### src/rtl/vram_write_snoop.sv
// vram_write_snoop: snoops 68000 writes to the main/alternate screen buffers
// and replays them as byte writes into external VRAM inside video write windows.
// Ports:
//   pixClk, reset                      pixel clock, async active-high reset
//   cpuAddr/cpuData/ncpuAS/ncpuUDS/ncpuLDS/cpuRnW
//                                      raw CPU bus (async)
//   ramSize                            selects top of RAM
//   wrWindow                           VRAM write may start
//   vramAddr/vramDataOut/vramDataOE/nvramWE/nvramCE0/nvramCE1
//                                      VRAM bus
//   fifoEmpty, overflow                queue status, sticky drop flag
module vram_write_snoop #(
    parameter int DEPTH = 4
) (
    input  logic        pixClk,
    input  logic        reset,
    input  logic [22:0] cpuAddr,
    input  logic [15:0] cpuData,
    input  logic        ncpuAS,
    input  logic        ncpuUDS,
    input  logic        ncpuLDS,
    input  logic        cpuRnW,
    input  logic [2:0]  ramSize,
    input  logic        wrWindow,
    output logic [14:0] vramAddr,
    output logic [7:0]  vramDataOut,
    output logic        vramDataOE,
    output logic        nvramWE,
    output logic        nvramCE0,
    output logic        nvramCE1,
    output logic        fifoEmpty,
    output logic        overflow
);
    localparam int PW = $clog2(DEPTH);
    localparam logic [23:0] MAIN_OFS = 24'h005900;
    localparam logic [23:0] ALT_OFS  = 24'h00D900;
    localparam logic [23:0] SPAN     = 24'h00557F;

    typedef enum logic [1:0] {IDLE, SETUP, STROBE, HOLD} state_t;
    state_t state, stateNext;

    logic [1:0]  asSync, udsSync, ldsSync, rnwSync;
    logic        cpuWr, cpuWrQ;
    logic        capValid, capUds, capLds;
    logic [23:0] capAddr;
    logic [15:0] capData;
    logic [23:0] ramTop, mainDiff, altDiff;
    logic        hitMain, hitAlt, push, pop, accept, full;
    logic [33:0] pushEntry, head;
    logic [33:0] mem [DEPTH];
    logic [PW-1:0] wrPtr, rdPtr;
    logic [PW:0] count;
    logic        load, doUpper, upperDone, curUpper, curBuf;
    logic [14:0] addrReg;
    logic [7:0]  dataReg;

    always_ff @(posedge pixClk or posedge reset) begin
        if (reset) begin
            asSync  <= 2'b11;
            udsSync <= 2'b11;
            ldsSync <= 2'b11;
            rnwSync <= 2'b11;
        end else begin
            asSync  <= {asSync[0], ncpuAS};
            udsSync <= {udsSync[0], ncpuUDS};
            ldsSync <= {ldsSync[0], ncpuLDS};
            rnwSync <= {rnwSync[0], cpuRnW};
        end
    end

    assign cpuWr = !asSync[1] && !rnwSync[1] && (!udsSync[1] || !ldsSync[1]);

    // Address/data are stable while the strobes are low, so they are
    // sampled raw once the synchronised strobes show a new write.
    always_ff @(posedge pixClk or posedge reset) begin
        if (reset) begin
            cpuWrQ   <= 1'b0;
            capValid <= 1'b0;
            capAddr  <= '0;
            capData  <= '0;
            capUds   <= 1'b0;
            capLds   <= 1'b0;
        end else begin
            cpuWrQ   <= cpuWr;
            capValid <= cpuWr && !cpuWrQ;
            if (cpuWr && !cpuWrQ) begin
                capAddr <= {cpuAddr, 1'b0};
                capData <= cpuData;
                capUds  <= !udsSync[1];
                capLds  <= !ldsSync[1];
            end
        end
    end

    always_comb begin
        unique case (ramSize)
            3'b000:  ramTop = 24'h100000;
            3'b001:  ramTop = 24'h200000;
            3'b010:  ramTop = 24'h280000;
            default: ramTop = 24'h400000;
        endcase
    end

    // Unsigned wrap makes addresses below the base compare as huge.
    assign mainDiff  = capAddr - (ramTop - MAIN_OFS);
    assign altDiff   = capAddr - (ramTop - ALT_OFS);
    assign hitMain   = mainDiff <= SPAN;
    assign hitAlt    = altDiff <= SPAN;
    assign push      = capValid && (hitMain || hitAlt);
    assign pushEntry = {!hitMain,
                        hitMain ? mainDiff[14:0] : altDiff[14:0],
                        capData, capUds, capLds};

    assign full      = count == (PW+1)'(DEPTH);
    assign fifoEmpty = count == '0;
    assign accept    = push && (!full || pop);
    assign head      = mem[rdPtr];

    always_ff @(posedge pixClk) begin
        if (accept) mem[wrPtr] <= pushEntry;
    end

    always_ff @(posedge pixClk or posedge reset) begin
        if (reset) begin
            wrPtr    <= '0;
            rdPtr    <= '0;
            count    <= '0;
            overflow <= 1'b0;
        end else begin
            if (accept) wrPtr <= wrPtr + PW'(1);
            if (pop) rdPtr <= rdPtr + PW'(1);
            unique case ({accept, pop})
                2'b10:   count <= count + (PW+1)'(1);
                2'b01:   count <= count - (PW+1)'(1);
                default: count <= count;
            endcase
            if (push && !accept) overflow <= 1'b1;
        end
    end

    assign doUpper = head[1] && !upperDone;

    always_comb begin
        stateNext = state;
        load      = 1'b0;
        pop       = 1'b0;
        unique case (state)
            IDLE: begin
                if (!fifoEmpty && wrWindow) begin
                    stateNext = SETUP;
                    load      = 1'b1;
                end
            end
            SETUP:  stateNext = STROBE;
            STROBE: stateNext = HOLD;
            HOLD: begin
                stateNext = IDLE;
                pop       = !(curUpper && head[0]);
            end
            default: stateNext = IDLE;
        endcase
    end

    always_ff @(posedge pixClk or posedge reset) begin
        if (reset) begin
            state     <= IDLE;
            upperDone <= 1'b0;
            curUpper  <= 1'b0;
            curBuf    <= 1'b0;
            addrReg   <= '0;
            dataReg   <= '0;
        end else begin
            state <= stateNext;
            if (state == HOLD) upperDone <= curUpper && head[0];
            if (load) begin
                curUpper <= doUpper;
                curBuf   <= head[33];
                addrReg  <= doUpper ? head[32:18] : (head[32:18] | 15'h0001);
                dataReg  <= doUpper ? head[17:10] : head[9:2];
            end
        end
    end

    // Strobes decode straight from state so reset releases them at once.
    assign vramAddr    = addrReg;
    assign vramDataOut = dataReg;
    assign vramDataOE  = state != IDLE;
    assign nvramWE     = state != STROBE;
    assign nvramCE0    = !(state != IDLE && !curBuf);
    assign nvramCE1    = !(state != IDLE && curBuf);
endmodule

### config.mk
export PLATFORM = sky130hd
export DESIGN_NAME = vram_write_snoop
export DESIGN_NICKNAME = d
export VERILOG_FILES = /design/src/rtl/vram_write_snoop.sv
export SDC_FILE = /design/constraint.sdc
export NUM_CORES = 1
export LEC_CHECK = 0
export CAP_MARGIN = 20
export CORE_MARGIN = 2
export CORE_UTILIZATION = 53
export CTS_BUF_LIST = sky130_fd_sc_hd__clkbuf_8 sky130_fd_sc_hd__clkbuf_16
export DETAILED_ROUTE_END_ITERATION = 10
export PLACE_DENSITY = 0.76
export SLEW_MARGIN = 20
export SYNTH_ARGS = -nofsm -noshare
export SYNTH_HDL_FRONTEND = slang
export SYNTH_SLANG_ARGS = --single-unit
### constraint.sdc
create_clock -name pixClk -period 4.4 [get_ports pixClk]
set_clock_uncertainty 0.2 [all_clocks]
set_input_delay 1.32 -clock pixClk [delete_from_list [all_inputs] [get_ports pixClk]]
set_output_delay 1.32 -clock pixClk [all_outputs]
set_load 0.005 [all_outputs]
* Word-level counts from Yosys, hierarchy flattened
Memories as Yosys holds them, arrays and structs flattened. Index checks and enable logic that the tools add are counted.
Storage, ports and cells: bits in registers 87, bits in latches 0, RAM bits 136, memory bits (read-only) 0, word-level logic and storage cells 86, memories kept 1
Cells by class: add/subtract/negate cells 8, multiply operators 0, div/mod/pow operators 0, magnitude comparators 2, eq/ne operators 10, shift-type cells 0, muxes and demuxes 12, bitwise logic cells 0, reduce and logical (&&, ||, !) cells 33
Memories:
- mem | depth 4, bits a word 34, read ports 1, clocked after memory_dff 0, write ports 1, line 50 | logic [33:0] mem [DEPTH];
Operators with widths (number):
- 23-bit case mux with 3 select lines | 1
- 24-bit by 15-bit less-or-equal comparator with 1-bit output, second input constant | 2
- 24-bit subtractor | 2
- 24-bit by 15-bit subtractor with 24-bit output, second input constant | 1
- 24-bit by 16-bit subtractor with 24-bit output, second input constant | 1
- 15-bit 2-to-1 mux | 1
- 1-bit zero test | 14
- 1-bit logical AND | 11
- 8-bit 2-to-1 mux | 1
- 2-bit case mux with 4 select lines | 1
- 2-bit equality test, second input constant | 3
- 3-bit zero test | 2
- 1-bit 2-to-1 mux | 6
- 3-bit case mux with 2 select lines | 1
- 2-bit by 1-bit adder with 2-bit output, second input constant | 2
- 2-bit by 1-bit equality test with 1-bit output, second input constant | 2
- 2-bit inequality test, second input constant | 2
- 2-bit nonzero test | 2
- 3-bit by 1-bit adder with 3-bit output, second input constant | 1
- 3-bit by 1-bit equality test with 1-bit output, second input constant | 1
- 3-bit by 2-bit equality test with 1-bit output, second input constant | 1
- 3-bit equality test, second input constant | 1
- 1-bit logical OR | 3
- 3-bit by 1-bit subtractor with 3-bit output, second input constant | 1
- 2 further kinds | 2

* Logic depth before layout (Yosys ltp)
Gate-level depths: netlist (run 1).
word-level depth 10, depth in mapped cells 20, mapped depth without buffers 19

* Least setup slack after synthesis (run 1)
Ideal clock, no wire load.
path type in2reg, start in ramSize[2], end mem mem[0][0] (enable), setup time 393 ps, arrival 4829 ps, data required time 3807 ps, setup slack -1022 ps, stages 13, cells stage by stage or3_1 ha_1 ha_1 nand2_1 nor2_1 a21o_1 a22oi_1 o221a_2 a31o_2 nor4_4 o211a_4 o21a_4 and2_1
Between the ends: word-level cells in the longest chain between the ends 10, elaborated cells between the ends (all ways) 15, those cells by class add/sub: 4; order compare: 2; eq/ne: 2; mux: 3; reduce/logical: 4
RTL lines:
- start, declared | line 23 | input logic [2:0] ramSize,
- 3-bit by 2-bit equality test with 1-bit output (tied with other cells) | line 96 | unique case (ramSize)
- 23-bit case mux with 3 select lines * | line 96
- 24-bit by 15-bit subtractor with 24-bit output or 24-bit by 16-bit subtractor with 24-bit output (tied branches) | line 105, 106
- 24-bit subtractor (on tied branches) | line 105, 106
- 24-bit by 15-bit less-or-equal comparator with 1-bit output (on tied branches) | line 107, 108
- 1-bit logical OR * | line 109 | assign push = capValid && (hitMain || hitAlt);
- 1-bit logical AND * | line 109
- 1-bit logical AND * | line 116 | assign accept = push && (!full || pop);
- 1-bit 2-to-1 mux * | line 120 | if (accept) mem[wrPtr] <= pushEntry;
- 1-bit 2-to-1 mux (not written as such) * | line 120
- end, declared | line 50
Mark *: on every way between the ends. The rest lies on a longest branch, timed or not.

* Worst setup path in the final report (run 1)
start in ramSize[0], end reg count[1]
Between the ends: word-level cells in the longest chain between the ends 10, elaborated cells between the ends (all ways) 17, those cells by class add/sub: 4; order compare: 2; eq/ne: 4; mux: 2; reduce/logical: 5
RTL lines:
- 3-bit by 2-bit equality test with 1-bit output (tied with other cells) | line 96
- 23-bit case mux with 3 select lines * | line 96
- 24-bit by 15-bit subtractor with 24-bit output or 24-bit by 16-bit subtractor with 24-bit output (tied branches) | line 105, 106
- 24-bit subtractor (on tied branches) | line 105, 106
- 24-bit by 15-bit less-or-equal comparator with 1-bit output (on tied branches) | line 107, 108
- 1-bit logical OR * | line 109
- 1-bit logical AND * | line 109
- 1-bit logical AND * | line 116
- 2-bit by 1-bit equality test with 1-bit output or 2-bit equality test (tied branches) | line 132 | unique case ({accept, pop})
- 3-bit case mux with 2 select lines or 2-bit nonzero test (tied branches)
- end signal, assigned | line 133 | 2'b10: count <= count + (PW+1)'(1);
- end signal, assigned | line 134 | 2'b01: count <= count - (PW+1)'(1);
- end signal, assigned | line 135 | default: count <= count;
- end, declared | line 52 | logic [PW:0] count;
Marks and branches as above. A chain may end at the register's enable or synchronous reset.

==> out/metrics.csv, run 1 <==
metric;value;unit
status;complete, but fails checks;
violations;setup timing;
cp-end-kind;register;
worst-slew-pin-transition;0.692;ns
cts_root_buf;clkbuf_16;
worstPathRequired;4.64;ns
nets;973;
netlist_area;10000;µm²
synth_fa_ha_area_frac;0.0506;
finalPower;7.54;mW
clock_sinks;219;
power_density;586;nW/µm²
cp_max_fo;4;
place_hpwl;14100;µm
io_buffer_count;77;
grt_max_degree;88;
layout_worst_path_cycle_share;1.04;
ys_ff_latch;219;
cp.arrival;4.81;ns
final-instance-count-excl-fill;1135;
worstSetupStartpointType;input pin;
synth_edf_count;132;
setup_viol;98;
cts_tree;built;
place_ws;-1.02;ns
rsz0062_at_grt;true;
via_per_inst;5.75;
ys_top_cells_by_area;edfxtp_1, dfrtp_1, mux4_2;
core-area;18600;µm²
h-tree-depth;1;
period_minus_slack;4.56;ns
setup_slack;-0.165;ns
dieArea;20100;µm²
io_pins;78;
power.leakage;5.07;nW
yosysTopAreaCellShare;0.394;
dominantRegCellSynth;edfxtp_1;
placed_area;11600;µm²
n_antenna_cell;0;
worstSetupPathType;in2reg;
fmax;0.219;GHz
dr_wl_met2;12400;µm
std_cell_rows;50;
die_y;142;µm
syn-num-nets;831;
hold_viol_final;0;
syn_avg_cell_area;13.5;µm²
cts_hold_buf;0;
whs;0.155;ns
antenna_found_initial;0;
top_layer;met4;
synth_cell_types;75;
min_path_type;reg2reg;
wl_met3;1050;µm
max-vdd-ir-drop;0.000307;V
postLayoutCellArea;12900;µm²
routed_wl;23500;µm
drtAntennaViolNets;0;
initial_core_util;0.539;
routedWlPerCell;20.7;µm
placed_cells;1070;
synth_warnings;0;
drv_cap;0;
area_growth;28.0;%
synthSimpleGateAreaFrac;0.103;
drive_gt1_frac;0.249;
synth-xor-area-share;0.0192;
slew_headroom;0.538;
dieWidth;142;µm
cts_buffers;23;
async_flop_share;0.397;
dr.pass1.iters;5;
vias;6525;
place_congestion;0.846;
ys_seq_area_frac;0.612;
synth_top_family_by_area;multiplexers;
fin_setup_tns;-6.84;ns
final_cell_mix;edfxtp_1, nand2_1, dfrtp_1;
grt_pass1_wl;38000;µm
synth_compound_area_frac;0.0853;
wl_met1;9550;µm
grt_pass1_vias;6998;
final_max_slew_viol_count;0;
gr-total-overflow;0;
cts_max_path_buffers;3;
drc;0;
clk_latency;0.51;ns
synth_cells;742;
path_clk_slew;0.06;ns
final_common_cell;edfxtp_1;
synth.area.mux_share;0.109;
utilization;0.690;
yosys.area.top_type;edfxtp_1;
drt_iter0_drc;445;
grt_usage;0.244;
## critical path: stages
cell	delay, ns
buf_6	0.10
or3_4	0.40
ha_4	0.28
ha_4	0.22
buf_12	0.13
a21oi_4	0.16
o21ai_2	0.08
or2_4	0.28
mux2i_2	0.17
o211ai_2	0.15
nor4_4	0.28
o211a_4	0.22
nor2b_4	0.04
fa_2	0.54
o21ai_2	0.06
nor2_1	0.10
a21oi_1	0.05
mux2i_1	0.14
a21o_1	0.10
## where the power goes
| group | switching [mW] | leakage [nW] | internal (mW) |
|---|---|---|---|
| sequential | 0.190 | 2.25 | 2.54 |
| combinational | 1.38 | 2.43 | 1.36 |
| clock | 0.813 | 0.394 | 1.25 |
| total | 2.38 | 5.07 | 5.15 |
## sequential cells by signal (all words and copies together), names as in the netlist
signal	flops
mem	132
capAddr	23
capData	16
vramAddr	15
vramDataOut	8
count	3
asSync	2
ldsSync	2
rdPtr	2
rnwSync	2
state	2
udsSync	2
wrPtr	2
capLds	1
capUds	1
capValid	1
cpuWrQ	1
curBuf	1
curUpper	1
overflow	1
upperDone	1
## logic make-up (layout without fill, tap and decap cells)
kind of cell	Yosys count	after routing
AO/OA/AOI/OAI	117	117
buffers and inverters	55	214
multiplexers	65	65
adder cells (fa/ha/maj)	40	40
AND/OR/NAND/NOR	224	224
XOR/XNOR	22	22
flip-flops	219	219
## what timing repair did
action,CTS,global route
pin swaps,17,15
endpoints found under the setup margin,136,137
buffers inserted,21,3
cloned,7,2
resized for setup,45,16
## final timing paths
check                         endpoint        from  slack [ns]  depth (start not counted)
hold / removal              udsSync[1]  udsSync[0]        0.16                          0
min in group asynchronous     state[0]       reset        1.03                          3
setup reg to reg              count[1]  capAddr[1]        0.26                         18
hold reg to reg             udsSync[1]  udsSync[0]        0.16                          0
setup / recovery              count[1]  ramSize[0]       -0.16                         19
max in group asynchronous  vramAddr[6]       reset        2.54                          3
## cell usage after synthesis (3+ instances only)
library cell  instances
a21boi_0              4
a21boi_1              3
a21o_1                5
a21oi_1              16
a21oi_2               3
and2_1                7
buf_1                 4
buf_2                 4
clkbuf_1             16
dfrtp_1              79
dfstp_2               8
edfxtp_1            132
ha_1                 39
inv_1                28
inv_2                 3
mux2_2               16
mux2i_1              13
mux4_2               33
nand2_1             132
nand2b_1              9
nand3_1               3
nand3b_1              3
nor2_1               32
nor2b_1               5
nor3_1                6
nor3b_1               3
o211ai_2              4
o21ai_0              37
o21ai_1               8
o21bai_1              3
o31ai_1               4
or3_1                 4
xnor2_1              13
xor2_1                9
## cell type report
class                      instances  area [µm²]
timing repair buffer             141        1570
tap                              234         293
inverter                          31         118
fill                            1265        5790
sequential                       219        6150
clock buffer                      23         576
multi-input combinational        468        3930
clock inverter                    19         225
## routing by layer
| metal | GRT usage | vias up |
|---|---|---|
| li1 | - | 2995 |
| met1 | 0.315 | 3288 |
| met2 | 0.444 | 210 |
| met3 | 0.0263 | 32 |
| met4 | 0.0632 | 0 |
| met5 | 0 | - |
(Power assumes the default switching activity.)
==> inputs of run 2 (changes only) <==
--- a/config.mk
+++ b/config.mk
@@ -7,10 +7,10 @@
 export LEC_CHECK = 0
 export CAP_MARGIN = 20
 export CORE_MARGIN = 2
-export CORE_UTILIZATION = 53
-export CTS_BUF_LIST = sky130_fd_sc_hd__clkbuf_8 sky130_fd_sc_hd__clkbuf_16
+export CORE_UTILIZATION = 55
+export CTS_BUF_LIST = sky130_fd_sc_hd__clkbuf_2 sky130_fd_sc_hd__clkbuf_4 sky130_fd_sc_hd__clkbuf_8
 export DETAILED_ROUTE_END_ITERATION = 10
-export PLACE_DENSITY = 0.76
+export PLACE_DENSITY = 0.79
 export SLEW_MARGIN = 20
 export SYNTH_ARGS = -nofsm -noshare
 export SYNTH_HDL_FRONTEND = slang
==> out/metrics.csv, run 2 (synthesis results as in run 1) <==
metric;value;unit;change
status;complete, but fails checks;;unchanged
violations;setup timing;;unchanged
n_antenna_cell;0;;unchanged
grt_usage;0.238;;was 0.244
grt_max_degree;58;;was 88
reg_top3;mem: 132 flops, capAddr: 23 flops, capData: 16 flops;;unchanged
place_hpwl;14100;µm;about the same
place_congestion;0.817;;was 0.846
hold_viol_final;0;;unchanged
path_buf_inv;3;;was 2
max-vdd-ir-drop;0.000370;V;was 0.000307 V
placed_cells;1056;;was 1070
dieWidth;139;µm;was 142 µm
rsz0062_at_grt;true;;unchanged
worstHoldStart;udsSync[0];;unchanged
power.leakage;5.08;nW;was 5.07 nW
cts_root_buf;clkbuf_8;;was clkbuf_16
final_max_slew_viol_count;0;;unchanged
wl_met1;9430;µm;was 9550 µm
drv_cap;0;;unchanged
worst-slew-pin-transition;0.916;ns;was 0.692 ns
reg2reg_slack;0.18;ns;was 0.26 ns
nets;981;;was 973
r2r_cells;16;;was 18
path_clk_slew;0.06;ns;about the same
holdPathEnd;udsSync[1];;unchanged
clk_latency;0.54;ns;was 0.51 ns
whs_path_depth;0;;unchanged
worstSetupStartpointType;input pin;;unchanged
r2r-start;capAddr[1];;unchanged
min_path_type;reg2reg;;unchanged
cp_top_family;adder cells;;was simple AND/OR/NAND/NOR gates
final_cell_mix;edfxtp_1, nand2_1, dfrtp_1;;unchanged
worstPathRequired;4.62;ns;was 4.64 ns
die_y;139;µm;was 142 µm
gr-total-overflow;0;;unchanged
crit_chain;buf_8, or3_4, ha_4, ha_4, buf_4, nand2_2, o21ai_2, xor2_1, nor2_1, mux2_4, o2111ai_2, nor3_2, o211a_4, nor2b_4, fa_2, buf_4, o21bai_1, a21o_1;;was buf_6, or3_4, ha_4, ha_4, buf_12, a21oi_4, o21ai_2, or2_4, mux2i_2, o211ai_2, nor4_4, o211a_4, nor2b_4, fa_2, o21ai_2, nor2_1, a21oi_1, mux2i_1, a21o_1
n_fill_cell;1120;;was 1265
layout_worst_path_cycle_share;1.02;;was 1.04
final_common_cell;edfxtp_1;;unchanged
area_growth;28.0;%;unchanged
routed_wl;23400;µm;was 23500 µm
drive_gt1_frac;0.271;;was 0.249
cts_hold_buf;0;;unchanged
power_density;581;nW/µm²;was 586 nW/µm²
crit_path_max_incr_delay;0.45;ns;was 0.54 ns
largest_register_ffs;132;;unchanged
dr.pass1.iters;5;;unchanged
drc;0;;unchanged
std_cell_rows;49;;was 50
cts_buffers;38;;was 23
setup_slack;-0.0944;ns;was -0.165 ns
place_ws;-1.03;ns;was -1.02 ns
io_pins;78;;unchanged
dr_wl_met2;12300;µm;was 12400 µm
cp-end-kind;register;;unchanged
h-tree-depth;2;;was 1
dieArea;19400;µm²;was 20100 µm²
worstSetupPathType;in2reg;;unchanged
final-instance-count-excl-fill;1151;;was 1135
fmax;0.222;GHz;was 0.219 GHz
cp.arrival;4.72;ns;was 4.81 ns
slew_headroom;0.389;;was 0.538
initial_core_util;0.559;;was 0.539
core-area;18000;µm²;was 18600 µm²
drtAntennaViolNets;0;;unchanged
antenna_found_initial;0;;unchanged
drt_iter0_drc;456;;was 445
clock_sinks;219;;unchanged
wl_met3;1130;µm;was 1050 µm
cts_tree;built;;unchanged
fin_setup_tns;-4.61;ns;was -6.84 ns
r2r-end;mem[1][0];;was count[1]
period_minus_slack;4.49;ns;was 4.56 ns
grt_pass1_vias;6933;;was 6998
top_layer;met4;;unchanged
critPathSlowestCell;fa_2;;unchanged
setup_viol;119;;was 98
routedWlPerCell;20.4;µm;was 20.7 µm
io_buffer_count;77;;unchanged
via_per_inst;5.74;;was 5.75
largest_register;mem;;unchanged
grt_pass1_wl;36100;µm;was 38000 µm
vias;6602;;was 6525
cp_max_fo;6;;was 4
whs;0.154;ns;was 0.155 ns
cts_max_path_buffers;3;;unchanged
==> run 2: layer usage <==
layer | up-vias | global-route usage
li1 | 3028 | -
met1 | 3326 | 0.297
met2 | 200 | 0.418
met3 | 48 | 0.0449
met4 | 0 | 0.0835
met5 | - | 0
==> run 2: how the worst max path moves through the flow <==
stage          startpoint  depth (start not counted)        end
2_1_floorplan  ramSize[2]                         18   count[1]
4_1_cts        ramSize[1]                         19   count[1]
5_1_grt        ramSize[0]                         18  mem[1][2]
6_report       ramSize[0]                         18   count[1]
3_5_place_dp   ramSize[1]                         20   count[1]
3_3_place_gp   ramSize[0]                         19   count[1]
==> run 2: where the power goes <==
group / total (mW) / internal (mW) / leakage [nW] / switching, mW
logic: 2.73 / 1.34 / 2.40 / 1.38
registers: 2.73 / 2.54 / 2.25 / 0.194
clock network: 2.01 / 1.14 / 0.437 / 0.866
==> run 2: repair_timing <==
item                                    CTS  global route
buffers inserted                         14             5
pin swaps                                16            15
resized for setup                        30            13
endpoints found under the setup margin  135           136
gates cloned                              4             3
==> run 2: per-stage QoR <==
stage	power, mW	area, µm²	util
floorplan	4.47	10200	-
global placement	5.22	11500	0.641
detailed placement	5.33	11500	0.641
CTS	7.39	12700	0.706
global route	7.86	12900	0.716
finish	7.47	12900	0.716
==> run 2: final cells by class <==
cell class / count / area, µm² / area share
Multi-Input combinational cell: 468 / 3940 / 0.306
Tap cell: 229 / 287 / 0.0223
Clock buffer: 55 / 688 / 0.0535
Inverter: 31 / 118 / 0.00915
Clock inverter: 15 / 139 / 0.0108
Timing Repair Buffer: 134 / 1540 / 0.120
Sequential cell: 219 / 6150 / 0.478
==> inputs of run 3 (changes only) <==
--- a/config.mk
+++ b/config.mk
@@ -6,7 +6,6 @@
 export NUM_CORES = 1
 export LEC_CHECK = 0
 export CAP_MARGIN = 20
-export CORE_MARGIN = 2
 export CORE_UTILIZATION = 55
 export CTS_BUF_LIST = sky130_fd_sc_hd__clkbuf_2 sky130_fd_sc_hd__clkbuf_4 sky130_fd_sc_hd__clkbuf_8
 export DETAILED_ROUTE_END_ITERATION = 10
==> out/metrics.csv, run 3 (synthesis results as in run 1) <==
metric;value;unit;change
power.leakage;5.06;nW;was 5.08 nW
drc;0;;unchanged
final_max_slew_viol_count;0;;unchanged
crit_start;ramSize[0];;unchanged
rsz0062_at_grt;true;;unchanged
drtAntennaViolNets;0;;unchanged
whs;0.160;ns;was 0.154 ns
routedWlPerCell;20.3;µm;was 20.4 µm
worstSetupPathType;in2reg;;unchanged
worstPathRequired;4.45;ns;was 4.62 ns
via_per_inst;5.73;;was 5.74
r2r_cells;15;;was 16
slew_headroom;0.408;;was 0.389
setup_viol;129;;was 119
initial_core_util;0.559;;unchanged
vias;6579;;was 6602
place_hpwl;14400;µm;was 14100 µm
max-vdd-ir-drop;0.000342;V;was 0.000370 V
period_minus_slack;4.56;ns;was 4.49 ns
utilization;0.710;;was 0.716
worst-slew-pin-transition;0.887;ns;was 0.916 ns
reg2reg_slack;0.21;ns;was 0.18 ns
place_congestion;0.858;;was 0.817
setup_slack;-0.163;ns;was -0.0944 ns
grt_pass1_wl;36500;µm;was 36100 µm
cp_max_fo;7;;was 6
power_density;577;nW/µm²;was 581 nW/µm²
critPathSlowestCell;or3_4;;was fa_2
drv_cap;0;;unchanged
clock_sinks;219;;unchanged
cts_hold_buf;0;;unchanged
cts_max_path_buffers;3;;unchanged
worstSetupStartpointType;input pin;;unchanged
crit_path_max_incr_delay;0.40;ns;was 0.45 ns
drive_gt1_frac;0.267;;was 0.271
n_antenna_cell;0;;unchanged
path_clk_slew;0.06;ns;about the same
dr.pass1.iters;5;;unchanged
hold_viol_final;0;;unchanged
fmax;0.219;GHz;was 0.222 GHz
grt_usage;0.262;;was 0.238
final_common_cell;edfxtp_1;;unchanged
worstHoldStart;ldsSync[0];;was udsSync[0]
area_growth;26.9;%;was 28.0%
grt_max_degree;88;;was 58
r2r-end;mem[1][8];;was mem[1][0]
h-tree-depth;2;;unchanged
violations;setup timing;;unchanged
r2r-start;capAddr[1];;unchanged
die_y;137;µm;was 139 µm
place_ws;-1.02;ns;was -1.03 ns
status;complete, but fails checks;;unchanged
final_cell_mix;edfxtp_1, nand2_1, dfrtp_1;;unchanged
nets;981;;unchanged
routed_wl;23300;µm;was 23400 µm
cp-end-kind;register;;unchanged
cts_buffers;36;;was 38
cts_tree;built;;unchanged
dieWidth;137;µm;was 139 µm
core-area;18000;µm²;unchanged
clk_latency;0.54;ns;about the same
largest_register_ffs;132;;unchanged
holdPathEnd;ldsSync[1];;was udsSync[1]
io_buffer_count;77;;unchanged
antenna_found_initial;0;;unchanged
drt_iter0_drc;449;;was 456
std_cell_rows;49;;unchanged
whs_path_depth;0;;unchanged
grt_pass1_vias;6782;;was 6933
reg_top3;mem: 132 flops, capAddr: 23 flops, capData: 16 flops;;unchanged
io_pins;78;;unchanged
largest_register;mem;;unchanged
layout_worst_path_cycle_share;1.04;;was 1.02
fin_setup_tns;-16.54;ns;was -4.61 ns
cp.arrival;4.61;ns;was 4.72 ns
cts_root_buf;clkbuf_8;;unchanged
min_path_type;reg2reg;;unchanged
dieArea;18800;µm²;was 19400 µm²
crit_chain;buf_6, or3_4, ha_4, ha_4, buf_6, a21oi_4, o21ai_2, or2_4, o21ai_4, o2111ai_4, nor3_4, o211a_4, buf_4, o21a_4, and2_4, bufbuf_16;;was buf_8, or3_4, ha_4, ha_4, buf_4, nand2_2, o21ai_2, xor2_1, nor2_1, mux2_4, o2111ai_2, nor3_2, o211a_4, nor2b_4, fa_2, buf_4, o21bai_1, a21o_1
gr-total-overflow;0;;unchanged
run 3: changes by cell type in the layout (fill, tap and decap cells not counted), moves of 3 or more:
cell / delta
buf_12: -4
buf_16: -3
buf_4: +4
buf_6: +4
bufbuf_16: +4
clkbuf_16: -3
clkbuf_4: +6
clkbuf_8: -6
clkinv_2: -3
run 3: cell type report:
| type | count | area, µm² |
|---|---|---|
| multi-input combinational | 468 | 3940 |
| inverter | 31 | 118 |
| fill | 1135 | 5210 |
| timing repair buffer | 136 | 1500 |
| clock inverter | 10 | 109 |
| tap | 229 | 287 |
| sequential | 219 | 6150 |
| clock buffer | 55 | 651 |
run 3: worst max-delay path by stage:
stage | slack (ns) | to | depth (start not counted)
floorplan | -0.36 | count[1] | 18
global placement | -0.92 | count[1] | 20
detailed placement | -1.02 | count[1] | 20
CTS | -0.26 | count[1] | 19
global route | -0.25 | count[1] | 20
finish | -0.16 | mem[1][8] | 16
run 3: layer usage:
metal	routed length (µm)	up-vias	global-route usage
met3	1380	40	0.0478
met5	0	-	0
li1	-	3017	-
met1	9360	3286	0.334
met4	550	0	0.0849
met2	12100	236	0.450
run 3: critical path, delay by kind of cell:
family / cells / cell delay, ns
buffers and inverters: 4 / 0.66
and+or+nand+nor: 4 / 1.10
AOI/OAI and AO/OA: 6 / 1.02
adders and majority gates: 2 / 0.51
run 3: per-stage QoR:
stage	std cells	power [mW]	cell area, µm²
floorplan	742	4.47	10200
global placement	1064	5.25	11600
detailed placement	1064	5.36	11600
CTS	1147	7.29	12700
global route	1148	7.77	12800
finish	1148	7.36	12800
run 3: power by group:
part | switching (mW) | internal (mW) | total, mW
registers | 0.189 | 2.54 | 2.73
clock network | 0.813 | 1.07 | 1.88
logic | 1.40 | 1.36 | 2.75
total | 2.40 | 4.97 | 7.36
run 3: repair_timing:
action                                  CTS  global route
buffers inserted                         13             1
pin swaps                                15            13
endpoints found under the setup margin  135           135
gates cloned                              5             0
gates resized for setup                  28            14
